File: src/rtl/regfile_wb_arbiter.sv
// regfile_wb_arbiter
// Shares the single register-file write port between the ALU write-back path (A)
// and the memory-load write-back path (B). It also keeps a per-register busy
// scoreboard so that decode can stall on RAW hazards for rs/rt.
//
// Build option: define REGFILE_WB_FWD_EN to add the same-cycle forwarding outputs
// (fwd_a_hit_o, fwd_b_hit_o, fwd_data_o). With this option, rs/rt busy is masked
// while the matching register is being written.
module regfile_wb_arbiter #(
    parameter int DW = 32,
    parameter int AW = 5
) (
    input  logic          clk,
    input  logic          rst,
    input  logic          a_valid_i,
    input  logic [AW-1:0] a_rd_i,
    input  logic [DW-1:0] a_data_i,
    output logic          a_ready_o,
    input  logic          b_valid_i,
    input  logic [AW-1:0] b_rd_i,
    input  logic [DW-1:0] b_data_i,
    output logic          b_ready_o,
    output logic          wr_en_o,
    output logic [AW-1:0] wr_addr_o,
    output logic [DW-1:0] wr_data_o,
    input  logic          sb_set_en_i,
    input  logic [AW-1:0] sb_set_rd_i,
    input  logic [AW-1:0] rs_i,
    input  logic [AW-1:0] rt_i,
    output logic          rs_busy_o,
    output logic          rt_busy_o,
`ifdef REGFILE_WB_FWD_EN
    output logic          fwd_a_hit_o,
    output logic          fwd_b_hit_o,
    output logic [DW-1:0] fwd_data_o,
`endif
    output logic          sb_err_o
);

    localparam int NREG = 2 ** AW;

    // Round-robin pointer: names the side that wins the next contested cycle.
    typedef enum logic {
        SIDE_A = 1'b0,
        SIDE_B = 1'b1
    } side_e;

    side_e           rr_q, rr_d;
    logic            grant_a_s, grant_b_s;

    logic            wr_en_q, wr_en_d;
    logic [AW-1:0]   wr_addr_q, wr_addr_d;
    logic [DW-1:0]   wr_data_q, wr_data_d;

    logic [NREG-1:0] sb_q, sb_d;
    logic [NREG-1:0] sb_clr_s, sb_set_s;
    logic            sb_err_q, sb_err_d;

    // Arbitration: a single valid side wins outright. A contested cycle goes to rr_q,
    // and the pointer then moves to the loser.
    always_comb begin
        grant_a_s = 1'b0;
        grant_b_s = 1'b0;
        rr_d      = rr_q;
        if (a_valid_i && b_valid_i) begin
            if (rr_q == SIDE_A) begin
                grant_a_s = 1'b1;
                rr_d      = SIDE_B;
            end else begin
                grant_b_s = 1'b1;
                rr_d      = SIDE_A;
            end
        end else if (a_valid_i) begin
            grant_a_s = 1'b1;
        end else if (b_valid_i) begin
            grant_b_s = 1'b1;
        end else begin
            grant_a_s = 1'b0;
            grant_b_s = 1'b0;
        end
    end

    assign a_ready_o = grant_a_s;
    assign b_ready_o = grant_b_s;

    // Write-port next state: capture the granted payload. An rd of 0 is accepted
    // but produces no strobe, because r0 is hard-wired.
    always_comb begin
        wr_en_d   = 1'b0;
        wr_addr_d = wr_addr_q;
        wr_data_d = wr_data_q;
        if (grant_a_s) begin
            wr_en_d   = (a_rd_i != {AW{1'b0}});
            wr_addr_d = a_rd_i;
            wr_data_d = a_data_i;
        end else if (grant_b_s) begin
            wr_en_d   = (b_rd_i != {AW{1'b0}});
            wr_addr_d = b_rd_i;
            wr_data_d = b_data_i;
        end else begin
            wr_en_d   = 1'b0;
        end
    end

    // Scoreboard next state: clear on the write strobe, set on issue (set wins).
    // Bit 0 never becomes busy.
    always_comb begin
        for (int i = 0; i < NREG; i++) begin
            sb_clr_s[i] = wr_en_q && (wr_addr_q == AW'(i));
            sb_set_s[i] = sb_set_en_i && (sb_set_rd_i == AW'(i)) && (i != 0);
        end
        sb_d    = (sb_q & ~sb_clr_s) | sb_set_s;
        sb_d[0] = 1'b0;
    end

    // WAW detection: issuing to a register that is still busy and not retiring this
    // cycle. The flag is sticky until reset.
    always_comb begin
        sb_err_d = sb_err_q;
        if (sb_set_en_i && (sb_set_rd_i != {AW{1'b0}}) &&
            sb_q[sb_set_rd_i] && !sb_clr_s[sb_set_rd_i]) begin
            sb_err_d = 1'b1;
        end else begin
            sb_err_d = sb_err_q;
        end
    end

    // State registers. A synchronous reset drops any in-flight write and all busy bits.
    always_ff @(posedge clk) begin
        if (rst) begin
            rr_q      <= SIDE_A;
            wr_en_q   <= 1'b0;
            wr_addr_q <= {AW{1'b0}};
            wr_data_q <= {DW{1'b0}};
            sb_q      <= {NREG{1'b0}};
            sb_err_q  <= 1'b0;
        end else begin
            rr_q      <= rr_d;
            wr_en_q   <= wr_en_d;
            wr_addr_q <= wr_addr_d;
            wr_data_q <= wr_data_d;
            sb_q      <= sb_d;
            sb_err_q  <= sb_err_d;
        end
    end

    assign wr_en_o   = wr_en_q;
    assign wr_addr_o = wr_addr_q;
    assign wr_data_o = wr_data_q;
    assign sb_err_o  = sb_err_q;

`ifdef REGFILE_WB_FWD_EN
    logic fwd_a_hit_s, fwd_b_hit_s;

    assign fwd_a_hit_s = wr_en_q && (wr_addr_q == rs_i) && (rs_i != {AW{1'b0}});
    assign fwd_b_hit_s = wr_en_q && (wr_addr_q == rt_i) && (rt_i != {AW{1'b0}});
    assign fwd_a_hit_o = fwd_a_hit_s;
    assign fwd_b_hit_o = fwd_b_hit_s;
    assign fwd_data_o  = wr_data_q;
    assign rs_busy_o   = sb_q[rs_i] && !fwd_a_hit_s;
    assign rt_busy_o   = sb_q[rt_i] && !fwd_b_hit_s;
`else
    assign rs_busy_o   = sb_q[rs_i];
    assign rt_busy_o   = sb_q[rt_i];
`endif

endmodule
File: config.mk
export PLATFORM = sky130hd
export DESIGN_NAME = regfile_wb_arbiter
export DESIGN_NICKNAME = d
export VERILOG_FILES = /design/src/rtl/regfile_wb_arbiter.sv
export SDC_FILE = /design/constraint.sdc
export NUM_CORES = 1
export LEC_CHECK = 0
export CAP_MARGIN = 10
export CORE_MARGIN = 1.5
export CORE_UTILIZATION = 32
export DETAILED_ROUTE_END_ITERATION = 6
export GPL_TIMING_DRIVEN = 0
export PLACE_DENSITY_LB_ADDON = 0.25
export SLEW_MARGIN = 10
export SYNTH_ARGS = -nofsm -noshare
export SYNTH_HDL_FRONTEND = slang
export SYNTH_SLANG_ARGS = --single-unit
export TNS_END_PERCENT = 100
File: constraint.sdc
create_clock -name clk -period 3 [get_ports clk]
set_input_delay 0.6 -clock clk [delete_from_list [all_inputs] [get_ports clk]]
set_output_delay 0.6 -clock clk [all_outputs]
set_load 0.01 [all_outputs]
Word level (Yosys, flattened, before mapping)
Cells that the tools add are included.

Output and inout bits: 43. Register bits after elaboration: 72. Input bits: 94. Logic and storage cells: 169.

Bitwise gates (word level): 3. Eq/ne operators: 62. $lt $le $gt $ge: 3. Muxes and demuxes: 21. Reduce and logical (&&, ||, !) cells: 73.

Operators by type and width (count): $eq 5x5->1 const B (32); $eq 5x4->1 const B (16); $logic_and 1x1->1 (67); $mux 32 (2); $eq 5x3->1 const B (8); $and 32x32->32 (1); $not 32->32 (1); $or 32x32->32 (1); $bmux 1 s5 (4); $eq 5x2->1 const B (4); $lt 5x6->1 const B (3); $reduce_bool 5->1 (3); $mux 1 (13); $eq 5x1->1 const B (2); $mux 5 (2); $logic_not 5->1 (1); $reduce_bool 2->1 (1); $logic_not 1->1 (1).

Depth between registers and ports, before layout
Gate-level depths: netlist (run 1).

Depth after elaboration: 6. Depth in mapped cells: 7. Mapped depth without buffers: 6.

Worst setup path before layout (run 1)
Ideal clock, no wire load.

Path kind: input to output. Start point: input port rt_i[0]. End point: output port rt_busy_o. Stages on the path: 4. Arrival time: 2310 ps. Required time: 2400 ps. Buffers on the path: 1. Path slack: 90 ps. Cells stage by stage: clkbuf_1 -> mux4_2 -> mux4_2 -> mux2_2.

Word-level cells in the longest chain between the ends: 2.

RTL lines: start, declared (line 29) `input logic [AW-1:0] rt_i,`; $bmux 1 s5 (line 164) `assign rt_busy_o = sb_q[rt_i];`; $mux 1 (implied by the code) (line 164); end, declared (line 31) `output logic rt_busy_o,`.

Every way passes these cells. The select of a mux whose other input is x is not followed.

Worst setup path after layout (run 1)
Start point: input port rt_i[1]. End point: output port rt_busy_o.

Same word-level chain as after synthesis.

==> impl_metrics.env, run 1 <==
export IMPL_first_global_vias=3927
export IMPL_grtUsageTotal=0.210
export IMPL_final_max_slew_viol_count=0
export IMPL_syn_nets=526
export IMPL_cts_clk_slew_worst_paths_ns=0.06
export IMPL_path_class="in -> out"
export IMPL_cp_cell_sequence="buf_2 > mux2_2 > nand2_1 > o21ai_1 > mux4_2 > mux2_2 > dlygate4sd2_1"
export IMPL_rrSetupSlack_ns=0.83
export IMPL_gp_congestion=0.842
export IMPL_synth_seq_area_share=0.382
export IMPL_ys_types=41
export IMPL_nNetsFinal=667
export IMPL_drc=0
export IMPL_tightestPinTransition_ns=0.680
export IMPL_initial_utilization=0.327
export IMPL_relSlewSlack=0.545
export IMPL_avgSynthCellArea_um2=8.61
export IMPL_firstDrtPassIters=5
export IMPL_overflow=0
export IMPL_synth_edf_count=0
export IMPL_fp_dieArea_um2=12300
export IMPL_min_path_type="reg -> reg"
export IMPL_clock_skew_final_ns=0.00654
export IMPL_placed_area_um2=5210
export IMPL_vias=3929
export IMPL_start_kind="input port"
export IMPL_cpPeakStageDelay_ns=0.46
export IMPL_num_io_pins=137
export IMPL_min_period_over_period=0.982
export IMPL_synth_cell_area_um2=3720
export IMPL_syn_inst=432
export IMPL_whs_ns=0.496
export IMPL_cts_buffers=9
export IMPL_path_max_fanout=9
export IMPL_cpMaxStageDelayCell="mux4_2"
export IMPL_drive_gt1_frac=0.107
export IMPL_first_iter_violations=235
export IMPL_viasPerCell=5.45
export IMPL_cts_tree="built"
export IMPL_antennaDiodeCount=0
export IMPL_clockBufferDepth=2
export IMPL_rsz0062_at_grt="yes"
export IMPL_status="finished clean"
export IMPL_dp_hpwl_um=9540
export IMPL_ctsHoldBuffers=0
export IMPL_crit_cells=7
export IMPL_final_antenna_net_count=0
export IMPL_synth_seq_cells=71
export IMPL_clockRootBuffer="clkbuf_16"
export IMPL_fp_dieH_um=111
export IMPL_maxCapViolCount=0
export IMPL_critPathBufInv=2
export IMPL_final_area_um2=5570
export IMPL_timing_final_hold_violations=0
export IMPL_die_x_um=111
export IMPL_grt_first_pass_wirelength_um=20500
export IMPL_hold_path_depth=2
export IMPL_p_leak_nw=1.98
export IMPL_cp_top_family="multiplexers"
export IMPL_peakVddDrop_uv=293
export IMPL_yosysWarnings=0
export IMPL_areaGrowthSynthToFinish_pct=49.8
export IMPL_synth_main_ff_cell="dfxtp_1"
export IMPL_max_freq_ghz=0.339
export IMPL_antenna_found_initial=0
export IMPL_required_ns=2.40
export IMPL_clock_latency_ns=0.33
export IMPL_period_minus_slack_ns=2.95
export IMPL_core_area_um2=11400
export IMPL_async_flop_share=0
export IMPL_rows=39
export IMPL_cts_sinks=71
export IMPL_io_buffers=131
export IMPL_setup_viol=0
export IMPL_htreeDepth=3
export IMPL_arrival_ns=2.35
export IMPL_grt_max_degree=20
export IMPL_routed_wl_um=12800
export IMPL_cp_common_cell="mux2_2"
export IMPL_power_density_nw_per_um2=489
export IMPL_r2r_cells=6
export IMPL_final_common_cell="clkdlybuf4s50_1"
export IMPL_cp_end_kind="output pin"
export IMPL_wire_per_inst_um=17.8
export IMPL_layout_cells_most_common_list="clkdlybuf4s50_1 (129), nand2_1 (73), dfxtp_1 (71), a21oi_1 (54), nor2_1 (46)"
## power by group
group	internal (mW)	leakage (nW)	switching, mW
combinational	0.276	1.24	0.242
clock	0.773	0.160	0.406
sequential	0.993	0.582	0.0337
total	2.04	1.98	0.682
## worst min-delay path: cells and delay by family, from the launching register on
family	cells	cell delay (ns)
and+or+nand+nor	2	0.15
DFF	1	0.31
## metal layers
layer,part of all wire,track usage
met1,0.41,0.264
met2,0.47,0.344
met3,0.11,0.0793
met4,0.011,0.0479
met5,0,0
## sequential cells by signal (all words and copies together), names as in the netlist
signal and flops:
rr_q 1, wr_addr_o 5, sb_err_o 1, wr_data_o 32, wr_en_o 1, sb_q 31
## metrics by stage
stage,utilization,power (mW),cells,worst slack [ns],TNS [ns]
after global routing,0.490,2.82,721,-0.00887,-0.00887
after global placement,0.458,1.55,706,-0.613,-2.10
after CTS,0.489,2.74,720,0.0150,0
after floorplan,-,1.27,432,0.0897,0
after detailed placement,0.458,1.56,706,-0.624,-2.19
final,0.490,2.72,721,0.0533,0
## Yosys cell counts (2+ instances only)
library cell	instances	area share
dfxtp_1	71	0.38
nor2b_1	5	0.0084
mux4_2	25	0.15
o21ai_0	33	0.044
nand2_1	73	0.074
a221oi_1	2	0.0047
a21oi_1	54	0.073
nor2_1	46	0.046
a311oi_1	4	0.0094
clkbuf_1	26	0.026
buf_2	4	0.0054
inv_1	4	0.0040
nand4_1	2	0.0034
inv_2	2	0.0020
nor3_1	3	0.0040
mux2_2	6	0.018
nor4_1	11	0.019
nand2b_1	5	0.0084
a22oi_1	23	0.046
xnor2_1	5	0.012
or3_1	2	0.0034
nand3_1	4	0.0054
mux2i_1	3	0.0081
o21ai_1	2	0.0027
## logic make-up after synthesis
kind of cell / synth area share
AO/OA/AOI/OAI: 0.197
buffers and inverters: 0.0417
AND/OR/NAND/NOR: 0.189
flip-flops: 0.382
XOR/XNOR: 0.0118
multiplexers: 0.178
## final timing paths
| path | startpoint | endpoint |
|---|---|---|
| worst max-delay path | rt_i[1] | rt_busy_o |
| worst min-delay path | wr_data_o[4]$_SDFFE_PP0P_ | wr_data_o[4]$_SDFFE_PP0P_ |
| worst min register to register | wr_data_o[4]$_SDFFE_PP0P_ | wr_data_o[4]$_SDFFE_PP0P_ |
| worst max register to register | wr_addr_o[4]$_SDFFE_PP0P_ | sb_err_o$_SDFFE_PP0P_ |
## layout make-up
| type | instances | area [µm²] |
|---|---|---|
| sequential | 71 | 1420 |
| inverter | 6 | 25.0 |
| fill | 1101 | 5800 |
| buffer | 30 | 151 |
| multi-input combinational | 323 | 2150 |
| timing repair buffer | 132 | 1320 |
| clock buffer | 13 | 260 |
| clock inverter | 3 | 65.1 |
| tap | 143 | 179 |
## what timing repair did
action	CTS	global route
endpoints found under the setup margin	4	2
gates cloned	0	0
setup buffers	0	1
resized for setup	14	1
pin swaps	0	1
(Power assumes the default switching activity.)
==> run 2: changes to the inputs <==
--- a/config.mk
+++ b/config.mk
@@ -9,7 +9,6 @@
 export CORE_MARGIN = 1.5
 export CORE_UTILIZATION = 32
 export DETAILED_ROUTE_END_ITERATION = 6
-export GPL_TIMING_DRIVEN = 0
 export PLACE_DENSITY_LB_ADDON = 0.25
 export SLEW_MARGIN = 10
 export SYNTH_ARGS = -nofsm -noshare
==> impl_metrics.env, run 2 (synthesis gave the netlist of run 1 again) <==
export IMPL_status="finished clean"
export IMPL_required_ns=2.40
export IMPL_cpPeakStageDelay_ns=0.49
export IMPL_post_cts_setup_buffers=0
export IMPL_final_common_cell="clkdlybuf4s50_1"
export IMPL_drive_gt1_frac=0.141
export IMPL_cts_tree="built"
export IMPL_min_path_type="reg -> reg"
export IMPL_fin_ws_ns=0.0816
export IMPL_tightestPinTransition_ns=0.660
export IMPL_path_class="in -> out"
export IMPL_largest_reg_flops=32
export IMPL_vias=3899
export IMPL_core_area_um2=11400
export IMPL_final_max_slew_viol_count=0
export IMPL_whs_ns=0.496
export IMPL_fp_dieArea_um2=12300
export IMPL_clockRootBuffer="clkbuf_16"
export IMPL_max_freq_ghz=0.343
export IMPL_clock_latency_ns=0.33
export IMPL_setup_tns_ns=0
export IMPL_cts_sinks=71
export IMPL_p_leak_nw=2.07
export IMPL_overflow=0
export IMPL_cts_buffers=9
export IMPL_rows=39
export IMPL_setup_viol=0
export IMPL_cpMaxStageDelayCell="mux4_2"
export IMPL_htreeDepth=3
export IMPL_min_period_over_period=0.973
export IMPL_dp_hpwl_um=9190
export IMPL_grtUsageTotal=0.205
export IMPL_viasPerCell=5.43
export IMPL_start_kind="input port"
export IMPL_dp_slack_ns=-0.584
export IMPL_fp_dieH_um=111
export IMPL_first_global_vias=4006
export IMPL_arrival_ns=2.32
export IMPL_clockBufferDepth=2
export IMPL_first_iter_violations=239
export IMPL_layout_cells_most_common_list="clkdlybuf4s50_1 (129), nand2_1 (73), dfxtp_1 (71), a21oi_1 (54), nor2_1 (46)"
export IMPL_cp_cell_sequence="buf_2 > bufbuf_16 > mux4_2 > mux4_2 > mux2_2 > buf_2"
export IMPL_power_density_nw_per_um2=478
export IMPL_gp_congestion=0.921
export IMPL_grt_max_degree=35
export IMPL_maxCapViolCount=0
export IMPL_nNetsFinal=664
export IMPL_final_area_um2=5680
export IMPL_relSlewSlack=0.560
export IMPL_final_antenna_net_count=0
export IMPL_period_minus_slack_ns=2.92
export IMPL_areaGrowthSynthToFinish_pct=52.6
export IMPL_timing_final_hold_violations=0
export IMPL_num_io_pins=137
export IMPL_finalNonFillerCells=718
export IMPL_antennaDiodeCount=0
export IMPL_path_max_fanout=4
export IMPL_die_x_um=111
export IMPL_place_inst=700
export IMPL_antenna_found_initial=0
export IMPL_grt_first_pass_wirelength_um=20200
export IMPL_power_mw=2.71
export IMPL_ctsHoldBuffers=0
export IMPL_initial_utilization=0.327
export IMPL_firstDrtPassIters=4
export IMPL_final_core_util=0.499
export IMPL_io_buffers=136
export IMPL_placed_area_um2=5300
export IMPL_cts_clk_slew_worst_paths_ns=0.06
export IMPL_wire_per_inst_um=17.6
export IMPL_routed_wl_um=12600
export IMPL_cp_end_kind="output pin"
export IMPL_rsz0062_at_grt="no"
export IMPL_drc=0
export IMPL_cts_resized=20
export IMPL_clock_skew_final_ns=0.00580
export IMPL_peakVddDrop_uv=317
## run 2: changes by cell type in the layout (fill, tap and decap cells not counted), moves of 2 or more
cell and change:
clkbuf_1 -23, buf_4 +16, clkbuf_8 -3, buf_12 +2
bufbuf_16 +2, clkinv_4 +2
## run 2: final timing paths
| kind | start | end | slack, ns | cells after the start |
|---|---|---|---|---|
| worst max-delay path | rt_i[0] | rt_busy_o | 0.08 | 6 |
| worst min-delay path | wr_data_o[29]$_SDFFE_PP0P_ | wr_data_o[29]$_SDFFE_PP0P_ | 0.50 | 2 |
| worst max register to register | wr_addr_o[2]$_SDFFE_PP0P_ | sb_err_o$_SDFFE_PP0P_ | 0.86 | 5 |
| worst min register to register | wr_data_o[29]$_SDFFE_PP0P_ | wr_data_o[29]$_SDFFE_PP0P_ | 0.50 | 2 |
## run 2: final cells by class
type                       count  area (µm²)
sequential                    71        1420
clock buffer                   9         225
clock inverter                 7        96.3
inverter                       6        22.5
timing repair buffer         159        1590
fill                        1073        5690
multi-input combinational    323        2140
tap                          143         179
## run 2: critical path, delay by kind of cell
kind	cells	cell delay [ns]
buffers and inverters	3	0.52
muxes	3	1.22
## run 2: layer usage
metal / GRT usage / part of all wire / vias up
li1: - / - / 1852
met1: 0.252 / 0.41 / 1846
met2: 0.342 / 0.48 / 185
met3: 0.0694 / 0.10 / 16
met4: 0.0564 / 0.014 / 0
met5: 0 / 0 / -
## run 2: where the power goes
part,switching [mW],internal [mW]
Sequential,0.0398,0.993
Clock,0.424,0.731
Combinational,0.230,0.295
==> run 3: changes to the inputs <==
--- a/config.mk
+++ b/config.mk
@@ -6,8 +6,9 @@
 export NUM_CORES = 1
 export LEC_CHECK = 0
 export CAP_MARGIN = 10
-export CORE_MARGIN = 1.5
+export CORE_MARGIN = 4
 export CORE_UTILIZATION = 32
+export CTS_BUF_LIST = sky130_fd_sc_hd__clkbuf_8 sky130_fd_sc_hd__clkbuf_16
 export DETAILED_ROUTE_END_ITERATION = 6
 export PLACE_DENSITY_LB_ADDON = 0.25
 export SLEW_MARGIN = 10
==> impl_metrics.env, run 3 (synthesis gave the netlist of run 1 again) <==
export IMPL_path_max_fanout=4
export IMPL_final_common_cell="clkdlybuf4s50_1"
export IMPL_cp_end_kind="output pin"
export IMPL_htreeDepth=3
export IMPL_fin_ws_ns=0.0775
export IMPL_cts_clk_slew_worst_paths_ns=0.06
export IMPL_overflow=0
export IMPL_post_cts_setup_buffers=0
export IMPL_power_density_nw_per_um2=478
export IMPL_relSlewSlack=0.566
export IMPL_start_kind="input port"
export IMPL_fp_dieArea_um2=13400
export IMPL_antennaDiodeCount=0
export IMPL_clockBufferDepth=2
export IMPL_final_core_util=0.496
export IMPL_layout_cells_most_common_list="clkdlybuf4s50_1 (129), nand2_1 (73), dfxtp_1 (71), a21oi_1 (54), nor2_1 (46)"
export IMPL_cpMaxStageDelayCell="mux4_2"
export IMPL_min_path_type="reg -> reg"
export IMPL_routed_wl_um=13400
export IMPL_nNetsFinal=663
export IMPL_grt_max_degree=33
export IMPL_arrival_ns=2.32
export IMPL_path_class="in -> out"
export IMPL_initial_utilization=0.326
export IMPL_grtUsageTotal=0.206
export IMPL_place_inst=699
export IMPL_required_ns=2.40
export IMPL_core_area_um2=11400
export IMPL_rsz0062_at_grt="no"
export IMPL_cp_cell_sequence="buf_2 > bufbuf_16 > mux4_2 > mux4_2 > mux2_2 > buf_2"
export IMPL_clock_skew_final_ns=0.00628
export IMPL_cts_buffers=9
export IMPL_final_antenna_net_count=0
export IMPL_drive_gt1_frac=0.136
export IMPL_placed_area_um2=5300
export IMPL_ctsHoldBuffers=0
export IMPL_firstDrtPassIters=5
export IMPL_drc=0
export IMPL_final_max_slew_viol_count=0
export IMPL_cts_tree="built"
export IMPL_first_iter_violations=287
export IMPL_final_area_um2=5660
export IMPL_cts_sinks=71
export IMPL_finalNonFillerCells=717
export IMPL_status="finished clean"
export IMPL_wire_per_inst_um=18.7
export IMPL_clockRootBuffer="clkbuf_16"
export IMPL_cpPeakStageDelay_ns=0.48
export IMPL_maxCapViolCount=0
export IMPL_viasPerCell=5.45
export IMPL_grt_first_pass_wirelength_um=21400
export IMPL_p_leak_nw=2.07
export IMPL_antenna_found_initial=0
export IMPL_timing_final_hold_violations=0
export IMPL_largest_reg_flops=32
export IMPL_clock_latency_ns=0.34
export IMPL_power_mw=2.71
export IMPL_whs_ns=0.498
export IMPL_gp_congestion=0.914
export IMPL_setup_tns_ns=0
export IMPL_areaGrowthSynthToFinish_pct=52.3
export IMPL_setup_viol=0
export IMPL_rows=39
export IMPL_peakVddDrop_uv=412
export IMPL_vias=3909
export IMPL_dp_slack_ns=-0.582
export IMPL_critPathBufInv=3
export IMPL_num_io_pins=137
export IMPL_tightestPinTransition_ns=0.649
export IMPL_period_minus_slack_ns=2.92
export IMPL_first_global_vias=4047
export IMPL_die_x_um=116
export IMPL_fp_dieH_um=116
export IMPL_cp_top_family="multiplexers"
export IMPL_dp_hpwl_um=9950
export IMPL_io_buffers=136
export IMPL_min_period_over_period=0.974
export IMPL_max_freq_ghz=0.342
[run 3: changes by cell type in the layout (fill, tap and decap cells not counted)]
cell / delta
clkinv_2: -1
buf_4: -1
inv_1: +2
inv_6: -1
[run 3: per-layer routing]
layer,vias to the layer above,wire length (µm),track usage
met5,-,0,0
li1,1840,-,-
met2,213,6370,0.339
met3,28,1710,0.0956
met1,1828,4990,0.236
met4,0,342,0.0766
[run 3: worst paths after layout]
path	start	to	cells after the start	slack, ns
setup reg to reg	wr_addr_o[2]$_SDFFE_PP0P_	sb_err_o$_SDFFE_PP0P_	5	0.88
setup / recovery	rt_i[0]	rt_busy_o	6	0.08
hold / removal	wr_data_o[1]$_SDFFE_PP0P_	wr_data_o[1]$_SDFFE_PP0P_	2	0.50
hold reg to reg	wr_data_o[1]$_SDFFE_PP0P_	wr_data_o[1]$_SDFFE_PP0P_	2	0.50
[run 3: tightest hold or removal path, delay by kind of cell, from the launching register on]
family / cells / cell delay, ns
AND/OR/NAND/NOR: 2 / 0.15
flip-flops: 1 / 0.31
[run 3: layout make-up]
cell class                      count  area, µm²
Sequential cell                    71       1420
Clock inverter                      7       90.1
Fill cell                        1101       5760
Clock buffer                        9        225
Multi-Input combinational cell    323       2140
Tap cell                          143        179
Timing Repair Buffer              158       1580
Inverter                            6       22.5
[run 3: where the power goes]
part | internal, mW | switching [mW] | total (mW)
Sequential | 0.993 | 0.0422 | 1.04
Combinational | 0.295 | 0.230 | 0.524
Clock | 0.723 | 0.423 | 1.15
Total | 2.01 | 0.694 | 2.71
[run 3: repair_timing]
action                                  in CTS  in global routing
endpoints found under the setup margin       2                  0
endpoints found under the hold margin        0                  0
gates resized for setup                     20                  0
